===== config.mk =====
export PLATFORM = sky130hd
export DESIGN_NAME = rx_rate_change_ctrl
export DESIGN_NICKNAME = d
export VERILOG_FILES = /design/src/rtl/rx_rate_change_ctrl_pkg.sv /design/src/rtl/rx_rate_change_ctrl_lane_mask.sv /design/src/rtl/rx_rate_change_ctrl.sv
export SDC_FILE = /design/constraint.sdc
export NUM_CORES = 1
export LEC_CHECK = 0
export ABC_AREA = 1
export BUFFER_PORTS_ARGS = -buffer_cell sky130_fd_sc_hd__buf_4
export CAP_MARGIN = 0
export CORE_AREA = 2 2 82 84
export DETAILED_ROUTE_END_ITERATION = 16
export DIE_AREA = 0 0 84 86
export PLACE_DENSITY = 0.93
export SETUP_SLACK_MARGIN = 0.3
export SLEW_MARGIN = 20
export SYNTH_ARGS = -nofsm -noshare
export SYNTH_HDL_FRONTEND = slang
export SYNTH_HIERARCHICAL = 1
export SYNTH_SLANG_ARGS = --single-unit

===== constraint.sdc =====
create_clock -name clk -period 4.8 [get_ports clk]
set_input_delay 0.96 -clock clk [delete_from_list [all_inputs] [get_ports clk]]
set_output_delay 0.96 -clock clk [all_outputs]
set_load 0.02 [all_outputs]

===== src/rtl/rx_rate_change_ctrl_pkg.sv =====
// Shared definitions for the RX rate-change sequencer: state encodings,
// generation encodings and the GEN to PIPE Rate mapping.
package rx_rate_change_ctrl_pkg;

    typedef logic [2:0] state_t;

    localparam state_t ST_IDLE        = 3'd0;
    localparam state_t ST_WAIT_EIDLE  = 3'd1;
    localparam state_t ST_ASSERT_RATE = 3'd2;
    localparam state_t ST_WAIT_PHY    = 3'd3;
    localparam state_t ST_SETTLE      = 3'd4;
    localparam state_t ST_DONE        = 3'd5;
    localparam state_t ST_FAIL        = 3'd6;

    localparam logic [2:0] GEN1 = 3'd1;
    localparam logic [2:0] GEN2 = 3'd2;
    localparam logic [2:0] GEN3 = 3'd3;

    function automatic logic [2:0] gen_to_rate(input logic [2:0] gen);
        return gen - 3'd1;
    endfunction

endpackage


===== src/rtl/rx_rate_change_ctrl_lane_mask.sv =====
// Active-lane mask latch and sticky PhyStatus accumulator for the rate-change
// sequencer; all_done reports completion including this cycle's PhyStatus.
module rx_lane_mask_collect
    import rx_rate_change_ctrl_pkg::*;
#(
    parameter int MAX_LANES = 16
) (
    input  logic                 clk,
    input  logic                 reset,
    input  logic [4:0]           lane_count,
    input  logic                 latch_mask,
    input  logic                 clr,
    input  logic                 acc_en,
    input  logic [MAX_LANES-1:0] phy_status,
    output logic [MAX_LANES-1:0] mask,
    output logic                 all_done
);

    logic [MAX_LANES-1:0] mask_q, mask_d, new_mask_s;
    logic [MAX_LANES-1:0] sticky_q, sticky_d;
    int                   lane_n_s;

    // Clamp the lane count (0 behaves as 1) and build a thermometer mask.
    always_comb begin
        lane_n_s = int'(lane_count);
        if (lane_n_s == 0) begin
            lane_n_s = 1;
        end else if (lane_n_s > MAX_LANES) begin
            lane_n_s = MAX_LANES;
        end else begin
            lane_n_s = int'(lane_count);
        end
        for (int i = 0; i < MAX_LANES; i++) begin
            new_mask_s[i] = (i < lane_n_s);
        end
    end

    // Next-state for the latched mask and the sticky accumulator.
    always_comb begin
        if (latch_mask) begin
            mask_d = new_mask_s;
        end else begin
            mask_d = mask_q;
        end
        if (clr) begin
            sticky_d = '0;
        end else if (acc_en) begin
            sticky_d = sticky_q | (phy_status & mask_q);
        end else begin
            sticky_d = sticky_q;
        end
    end

    // Mask and sticky state registers.
    always_ff @(posedge clk or negedge reset) begin
        if (!reset) begin
            mask_q   <= '0;
            sticky_q <= '0;
        end else begin
            mask_q   <= mask_d;
            sticky_q <= sticky_d;
        end
    end

    assign mask     = mask_q;
    assign all_done = ((sticky_q | (phy_status & mask_q)) == mask_q);

endmodule


===== src/rtl/rx_rate_change_ctrl.sv =====
// PIPE RX rate-change sequencer: quiesce, wait for electrical idle, switch
// Rate, collect PhyStatus, flush, then publish the new GEN to the RX datapath.
module rx_rate_change_ctrl
    import rx_rate_change_ctrl_pkg::*;
#(
    parameter int MAX_LANES     = 16,
    parameter int MAX_GEN       = 3,
    parameter int EIDLE_TIMEOUT = 1024,
    parameter int PHY_TIMEOUT   = 4096,
    parameter int SETTLE_CYCLES = 8
) (
    input  logic                 clk,
    input  logic                 reset,
    input  logic                 req_rate_change,
    input  logic [2:0]           target_gen,
    input  logic [4:0]           numberOfDetectedLanes,
    input  logic [MAX_LANES-1:0] RxElectricalIdle,
    input  logic [MAX_LANES-1:0] PhyStatus,
    output logic [2:0]           GEN,
    output logic [2:0]           pipe_rate,
    output logic                 rx_hold,
    output logic                 rx_flush,
    output logic                 busy,
    output logic                 done,
    output logic                 fail,
    output logic [2:0]           state_sts
);

    localparam int TMAX_A  = (EIDLE_TIMEOUT > PHY_TIMEOUT) ? EIDLE_TIMEOUT : PHY_TIMEOUT;
    localparam int TMAX    = (TMAX_A > SETTLE_CYCLES) ? TMAX_A : SETTLE_CYCLES;
    localparam int TIMER_W = $clog2(TMAX + 1);

    state_t               state_q, state_d;
    logic [TIMER_W-1:0]   timer_q, timer_d;
    logic [2:0]           gen_q, gen_d, target_q, target_d, rate_q, rate_d;
    logic                 hold_q, hold_d, flush_q, flush_d, busy_q, busy_d;
    logic                 done_q, done_d, fail_q, fail_d;
    logic                 latch_mask_s, clr_sticky_s, acc_en_s, phy_all_s, timer_last_s;
    logic [MAX_LANES-1:0] mask_s;

    rx_lane_mask_collect #(.MAX_LANES(MAX_LANES)) u_mask (
        .clk        (clk),
        .reset      (reset),
        .lane_count (numberOfDetectedLanes),
        .latch_mask (latch_mask_s),
        .clr        (clr_sticky_s),
        .acc_en     (acc_en_s),
        .phy_status (PhyStatus),
        .mask       (mask_s),
        .all_done   (phy_all_s)
    );

    assign timer_last_s = (timer_q <= TIMER_W'(1));

    // Sequencer next-state logic; completion is tested before timeout so ties resolve as success.
    always_comb begin
        state_d      = state_q;
        timer_d      = timer_q;
        gen_d        = gen_q;
        target_d     = target_q;
        rate_d       = rate_q;
        hold_d       = hold_q;
        flush_d      = flush_q;
        busy_d       = busy_q;
        done_d       = 1'b0;
        fail_d       = 1'b0;
        latch_mask_s = 1'b0;
        clr_sticky_s = 1'b0;
        acc_en_s     = 1'b0;
        case (state_q)
            ST_IDLE: begin
                if (!req_rate_change) begin
                    state_d = ST_IDLE;
                end else if (target_gen == gen_q) begin
                    done_d = 1'b1;
                end else if ((target_gen == 3'd0) || (target_gen > 3'(MAX_GEN))) begin
                    fail_d = 1'b1;
                end else begin
                    target_d     = target_gen;
                    busy_d       = 1'b1;
                    hold_d       = 1'b1;
                    timer_d      = TIMER_W'(EIDLE_TIMEOUT);
                    latch_mask_s = 1'b1;
                    state_d      = ST_WAIT_EIDLE;
                end
            end
            ST_WAIT_EIDLE: begin
                if ((RxElectricalIdle & mask_s) == mask_s) begin
                    state_d = ST_ASSERT_RATE;
                end else if (timer_last_s) begin
                    fail_d  = 1'b1;
                    rate_d  = gen_to_rate(gen_q);
                    flush_d = 1'b0;
                    timer_d = '0;
                    state_d = ST_FAIL;
                end else begin
                    timer_d = timer_q - TIMER_W'(1);
                end
            end
            ST_ASSERT_RATE: begin
                rate_d       = gen_to_rate(target_q);
                flush_d      = 1'b1;
                clr_sticky_s = 1'b1;
                timer_d      = TIMER_W'(PHY_TIMEOUT);
                state_d      = ST_WAIT_PHY;
            end
            ST_WAIT_PHY: begin
                acc_en_s = 1'b1;
                if (phy_all_s) begin
                    gen_d   = target_q;
                    timer_d = TIMER_W'(SETTLE_CYCLES);
                    state_d = ST_SETTLE;
                end else if (timer_last_s) begin
                    fail_d  = 1'b1;
                    rate_d  = gen_to_rate(gen_q);
                    flush_d = 1'b0;
                    timer_d = '0;
                    state_d = ST_FAIL;
                end else begin
                    timer_d = timer_q - TIMER_W'(1);
                end
            end
            ST_SETTLE: begin
                if (timer_last_s) begin
                    flush_d = 1'b0;
                    done_d  = 1'b1;
                    timer_d = '0;
                    state_d = ST_DONE;
                end else begin
                    timer_d = timer_q - TIMER_W'(1);
                end
            end
            ST_DONE, ST_FAIL: begin
                hold_d  = 1'b0;
                busy_d  = 1'b0;
                state_d = ST_IDLE;
            end
            default: begin
                rate_d  = gen_to_rate(gen_q);
                hold_d  = 1'b0;
                flush_d = 1'b0;
                busy_d  = 1'b0;
                timer_d = '0;
                state_d = ST_IDLE;
            end
        endcase
    end

    // Sequencer state and output registers.
    always_ff @(posedge clk or negedge reset) begin
        if (!reset) begin
            state_q  <= ST_IDLE;
            timer_q  <= '0;
            gen_q    <= GEN1;
            target_q <= GEN1;
            rate_q   <= 3'd0;
            hold_q   <= 1'b0;
            flush_q  <= 1'b0;
            busy_q   <= 1'b0;
            done_q   <= 1'b0;
            fail_q   <= 1'b0;
        end else begin
            state_q  <= state_d;
            timer_q  <= timer_d;
            gen_q    <= gen_d;
            target_q <= target_d;
            rate_q   <= rate_d;
            hold_q   <= hold_d;
            flush_q  <= flush_d;
            busy_q   <= busy_d;
            done_q   <= done_d;
            fail_q   <= fail_d;
        end
    end

    assign GEN       = gen_q;
    assign pipe_rate = rate_q;
    assign rx_hold   = hold_q;
    assign rx_flush  = flush_q;
    assign busy      = busy_q;
    assign done      = done_q;
    assign fail      = fail_q;
    assign state_sts = state_q;

endmodule


== Word-level counts from Yosys, hierarchy flattened ==
Cells that the tools add are included.
Operators by class
  add/sub/neg operators: 3
  magnitude comparators: 19
  equal/unequal tests: 17
  muxes and demuxes: 47
  bitwise gates (word level): 9
  reduce and logical (&&, ||, !) cells: 16
Operators by type and width (number)
  $mux 13: 6
  $pmux 13 s6: 1
  $lt 4x5->1 const A: 8
  $and 16x16->16: 2
  $eq 16x16->1: 2
  $mux 16: 2
  $mux 3: 10
  $lt 3x5->1 const A: 4
  $mux 1: 20
  $or 16x16->16: 1
  $pmux 3 s5: 1
  $le 13x1->1 const B: 1
  $sub 13x1->13 const B: 1
  $ne 2x2->1 const B: 6
  $pmux 3 s4: 1
  $lt 1x5->1 const A: 2
  $lt 2x5->1 const A: 2
  $mux 5: 2
  $eq 3x3->1 const B: 3
  $reduce_and 3->1: 3
  $reduce_and 4->1: 2
  $reduce_or 4->1: 2
  $eq 3x2->1 const B: 2
  $logic_not 3->1: 2
  other kinds (17): 25
Word-level totals
  register bits: 61
  input port bits: 43
  output and inout port bits: 14

== Longest topological paths before layout ==
  depth after elaboration: 6
  gate-level depth with buffers: 15

== Hierarchy ==
Netlist, hierarchy kept.
Modules (own cells, without submodules)
  rx_rate_change_ctrl: instances 1, cells an instance 313, area each 2142.1 µm²
  rx_lane_mask_collect: instances 1, cells an instance 232, area each 1676.6 µm²

== Least setup slack after synthesis ==
Ideal clock, no wire load.
  kind: input to register
  start: input target_gen[2]
  end: register u_mask.mask_q[1], in the netlist u_mask/mask[1]
  arrival time: 2.089 ns
  data required time: 4.681 ns
  slack: 2.592 ns
  cell stages on the path: 12
  buffers on the path: 1
  cell sequence: o21bai_1 nor2_1 nand2_1 inv_1 nand2_1 inv_1 inv_1 buf_2 nor2_1 nand2_1 o22ai_1 inv_1
Between the ends
  word-level cells in the longest chain between the ends: 6
  elaborated cells between the ends (all ways): 8
  classes of those cells: 1 x order compare; 1 x eq/ne; 4 x mux; 2 x reduce/logical
Ends and longest elaborated chain
  start: declaration: RTL line rx_rate_change_ctrl.sv:15  | input logic [2:0] target_gen,
  $gt 3x2->1 / $logic_not 3->1 (equally long branches): RTL line rx_rate_change_ctrl.sv:76  | end else if ((target_gen == 3'd0) || (target_gen > 3'(MAX_GEN))) begin
  $logic_or 1x1->1: RTL line rx_rate_change_ctrl.sv:76
  $mux 1: RTL line rx_rate_change_ctrl.sv:76
  $mux 1 *: RTL line rx_rate_change_ctrl.sv:74  | end else if (target_gen == gen_q) begin
  $mux 1 *: RTL line rx_rate_change_ctrl.sv:72  | if (!req_rate_change) begin
  $mux 1 *: RTL line rx_rate_change_ctrl.sv:70  | case (state_q)
  named net latch_mask_s: RTL line rx_rate_change_ctrl.sv:38  | logic latch_mask_s, clr_sticky_s, acc_en_s, phy_all_s, timer_last_s;
  end signal: assignment: RTL line rx_rate_change_ctrl_lane_mask.sv:60  | mask_q <= mask_d;
  end: declaration: RTL line rx_rate_change_ctrl_lane_mask.sv:19  | logic [MAX_LANES-1:0] mask_q, mask_d, new_mask_s;
The timed path passes the listed nets; every way through them passes the cells marked *.
A chain may end at the register's enable or synchronous reset.

== Worst setup path after layout ==
  start: input target_gen[0]
  end: register u_mask.mask_q[1], in the netlist u_mask/mask[1]
Same word-level chain as after synthesis.

==> flow_summary.rst <==
.. list-table::
   :header-rows: 1

   * - Metric
     - Value
   * - Result of the run
     - completed
   * - Most numerous cell in the Yosys netlist
     - nand2_1
   * - Commonest cells post-synth
     - 169 x nand2_1, 92 x inv_1, 59 x dfrtp_1
   * - Overall power after layout
     - 3020 µW
   * - Number of vias in the routed layout
     - 3723
   * - Data required, critical path
     - 5.03 ns
   * - Worst path buffer plus inverter count
     - 5
   * - Least-Margin Pin Slew
     - 0.768 ns
   * - Post-detailed-placement cell area
     - 0.00428 mm²
   * - Antenna Diode Count
     - 0
   * - Critical Path End Type
     - flip-flop
   * - Number of enable-type register cells in the synthesized netlist
     - 0
   * - GR met2 Demand/Resource
     - 0.515
   * - Endpoint arrival time on the critical path
     - 2.82 ns
   * - Sequential-to-total area share from yosys stat
     - 0.400
   * - Layout Cell Area excl Fill
     - 0.00448 mm²
   * - Worst Hold End
     - pipe_rate[2]$_DFFE_PN0P_
   * - Post-cts resize count
     - 0
   * - Number of vias per cell after detailed routing
     - 5.44
   * - Setup repair after global routing missed its margin
     - false
   * - Global Route Usage Sum
     - 0.286
   * - Number of levels the H-tree was split into
     - 3
   * - Final period utilization
     - 0.540
   * - Buffer count from post-CTS setup fixing
     - 0
   * - Count of endpoints failing hold in the final timing report
     - 0
   * - Final setup fails
     - 0
   * - Signed area change from the synthesized netlist to the final layout
     - 17.3%
   * - Number of antenna violations at the first check in global routing
     - 0
   * - Avg Synthesized Cell Area
     - 7.01 µm²
   * - Count of buffers from port buffering
     - 56
   * - Count of filler cells inserted in the layout
     - 502
   * - Worst setup path category
     - in2reg
   * - Die Area
     - 0.00722 mm²
   * - Largest net degree at the start of global routing
     - 62
   * - Global-route congestion overflow total
     - 0
   * - Reg clk slew, reported paths
     - 0.07 ns
   * - Post-Synthesis Cells
     - 545
   * - Number of synthesized register bits
     - 61
   * - Cell with the largest stage delay on the worst path
     - inv_1
   * - Post-route worst setup slack
     - 2.21 ns
   * - Largest fanout on the critical path
     - 15
   * - IO Count
     - 57
   * - Startpoint kind of the worst setup timing path
     - input port
   * - Worst Hold Class
     - reg2reg
   * - Number of global-route vias before repair
     - 3684
   * - Reg-to-Reg End
     - u_mask/mask[1]$_DFFE_PN0P_
   * - Power density of the placed cells
     - 674 mW/mm²
   * - Rows
     - 29
   * - Initial DRC Count
     - 261
   * - Number of nets at the end of the flow
     - 649
   * - Final max-slew violation count
     - 0
   * - Reg-to-reg startpoint
     - state_sts[0]$_DFFE_PN0P_
   * - Worst slew slack as a fraction of its limit
     - 0.488
   * - WL final
     - 9680 µm
   * - Count of maximum capacitance violations
     - 0
   * - Number of synthesis warnings
     - 6
   * - Kind of cell adding the most delay to the critical path
     - buffers and inverters
   * - Global-route track usage on met3
     - 0.0443
   * - Chain of cells forming the critical path
     - buf_4 -> xnor2_1 -> nand3_1 -> nand2_1 -> inv_1 -> nand2_1 -> inv_1 -> inv_1 -> nor2_1 -> nand2_1 -> o22ai_1 -> inv_1
   * - Worst slack at placement
     - 1.92 ns
   * - Largest stage delay on the critical path
     - 0.40 ns
   * - Routed length per instance
     - 14.1 µm
   * - Width of the die
     - 84 µm
   * - Clock latency on the worst-skew pair
     - 0.34 ns
   * - Time the final worst path needs with I/O delays and setup
     - 2.59 ns
   * - Most frequent cell on the critical path
     - inv_1
   * - Initial Utilization
     - 0.608
   * - Fraction of registers with async set or reset after synthesis
     - 1.00
   * - Ranking of synthesized cells by area
     - dfrtp_1 39%, nand2_1 17%, inv_1 9.0%
   * - Hold Path Depth
     - 2
   * - GR met1 Demand/Resource
     - 0.335
   * - Placer's final routability congestion estimate
     - 0.918
   * - Worst Clk Skew
     - 0.00969 ns
   * - Main synth FF type
     - dfrtp_1
   * - Start point of the worst hold path
     - pipe_rate[2]$_DFFE_PN0P_
   * - IR drop worst, VDD
     - 0.433 mV
   * - Share of Yosys cell area claimed by the top area cell type
     - 0.387
   * - Fraction of final layout cells sized beyond drive strength 1
     - 0.188
   * - Top Usage Layer GRT
     - met2
   * - Post-synth net total
     - 591
   * - Largest area contributor in the netlist
     - dfrtp_1
   * - Number of buffers inserted by hold repair at cts
     - 0
   * - Combined area of the multi-input logic cells
     - 0.00186 mm²
   * - Synthesized cell area
     - 0.00382 mm²
   * - Number of buffers added by the clock tree synthesis step
     - 9
   * - Setup slack of the worst register-to-register path
     - 2.38 ns
   * - Wire length of the first global-routing pass
     - 16500 µm
   * - Distinct cell type count of the synthesized netlist
     - 40
   * - Die Height
     - 86 µm
   * - Maximum number of buffers from clock root to sink
     - 2
   * - Detail Placement HPWL
     - 6970 µm
   * - Clock tree from TritonCTS
     - yes
   * - Sum of negative setup slack
     - 0 ns
   * - Leakage
     - 0.00244 µW
   * - Drt drc
     - 0
   * - Number of sinks handled by clock tree synthesis
     - 61
   * - Root cell of the clock tree
     - clkbuf_8
   * - R2r worst-path depth
     - 10
   * - Placeable Area
     - 0.00628 mm²
   * - Final ANT Viol Nets
     - 0
   * - Register area
     - 0.00153 mm²
   * - FMAX
     - 385 MHz
   * - Number of iterations in the first detailed-routing pass
     - 5
stage by stage:
step            util  std cells  hold slack (ns)
3_3_place_gp   0.682        669            0.472
5_1_grt        0.714        685            0.551
3_5_place_dp   0.682        669            0.483
6_report       0.714        685            0.512
4_1_cts        0.714        685            0.513
2_1_floorplan      -        545            0.453
report_power, final:
part	internal [µW]	switching, µW	total [µW]	leakage [µW]
Combinational	578	1030	1610	0.00158
Sequential	741	215	956	0.000758
Clock	242	217	459	0.000104
area by class of cell:
cell class / instances / area share
clock buffer: 9 / 0.0276
clock inverter: 7 / 0.0168
inverter: 99 / 0.0849
multi-input combinational: 376 / 0.414
sequential: 61 / 0.341
tap: 77 / 0.0215
timing repair buffer: 56 / 0.0938
flip-flops by register name, summed over array words and instances, names as in the netlist:
signal,flops
timer_q,13
busy,1
pipe_rate,3
target_q,3
u_mask/sticky_q,16
GEN,3
state_sts,3
done,1
u_mask/mask,16
fail,1
rx_flush,1
metal layers:
metal / up-vias / share of wire / routed length [µm]
li1: 1801 / - / -
met1: 1755 / 0.39 / 3790
met2: 141 / 0.52 / 5010
met3: 26 / 0.065 / 630
met4: 0 / 0.026 / 253
met5: - / 0 / 0
how the worst max path moves through the flow:
stage / startpoint / endpoint / slack [ns] / cells after the start
5_1_grt: target_gen[0] / u_mask/mask[1]$_DFFE_PN0P_ / 2.06 / 12
3_3_place_gp: target_gen[2] / u_mask/mask[2]$_DFFE_PN0P_ / 2.08 / 12
3_5_place_dp: target_gen[0] / u_mask/mask[1]$_DFFE_PN0P_ / 1.92 / 12
2_1_floorplan: target_gen[2] / u_mask/mask[1]$_DFFE_PN0P_ / 2.59 / 12
6_report: target_gen[0] / u_mask/mask[1]$_DFFE_PN0P_ / 2.21 / 12
4_1_cts: target_gen[0] / u_mask/mask[1]$_DFFE_PN0P_ / 2.28 / 12
cell families (layout without fill, tap and decap cells):
logic type,count (synthesis),in the layout,share of synthesized area
compound gates,79,79,0.117
xor+xnor,8,8,0.0183
fa+ha+maj,4,4,0.0125
buf+inv,108,171,0.114
flops,61,61,0.400
simple gates,285,285,0.338
tightest hold or removal path, delay by kind of cell, from the launching register on:
family,cells,cell delay (ns)
flops,1,0.36
compound gates,1,0.07
simple gates,1,0.05
placed cells by master, fill, tap and decap left out, types with 4 or more instances in the layout:
cell type / count
nand2_1: 169
nand3_1: 36
nand2_2: 8
o21ai_0: 28
inv_2: 4
o21bai_1: 6
nand3b_1: 5
buf_4: 56
nand2_4: 4
o21ai_1: 9
inv_1: 92
nor2_1: 40
nor2_2: 8
a21oi_1: 26
clkbuf_8: 9
dfrtp_1: 59
xnor2_1: 6
No activity file was read; power rests on OpenSTA's default activity.
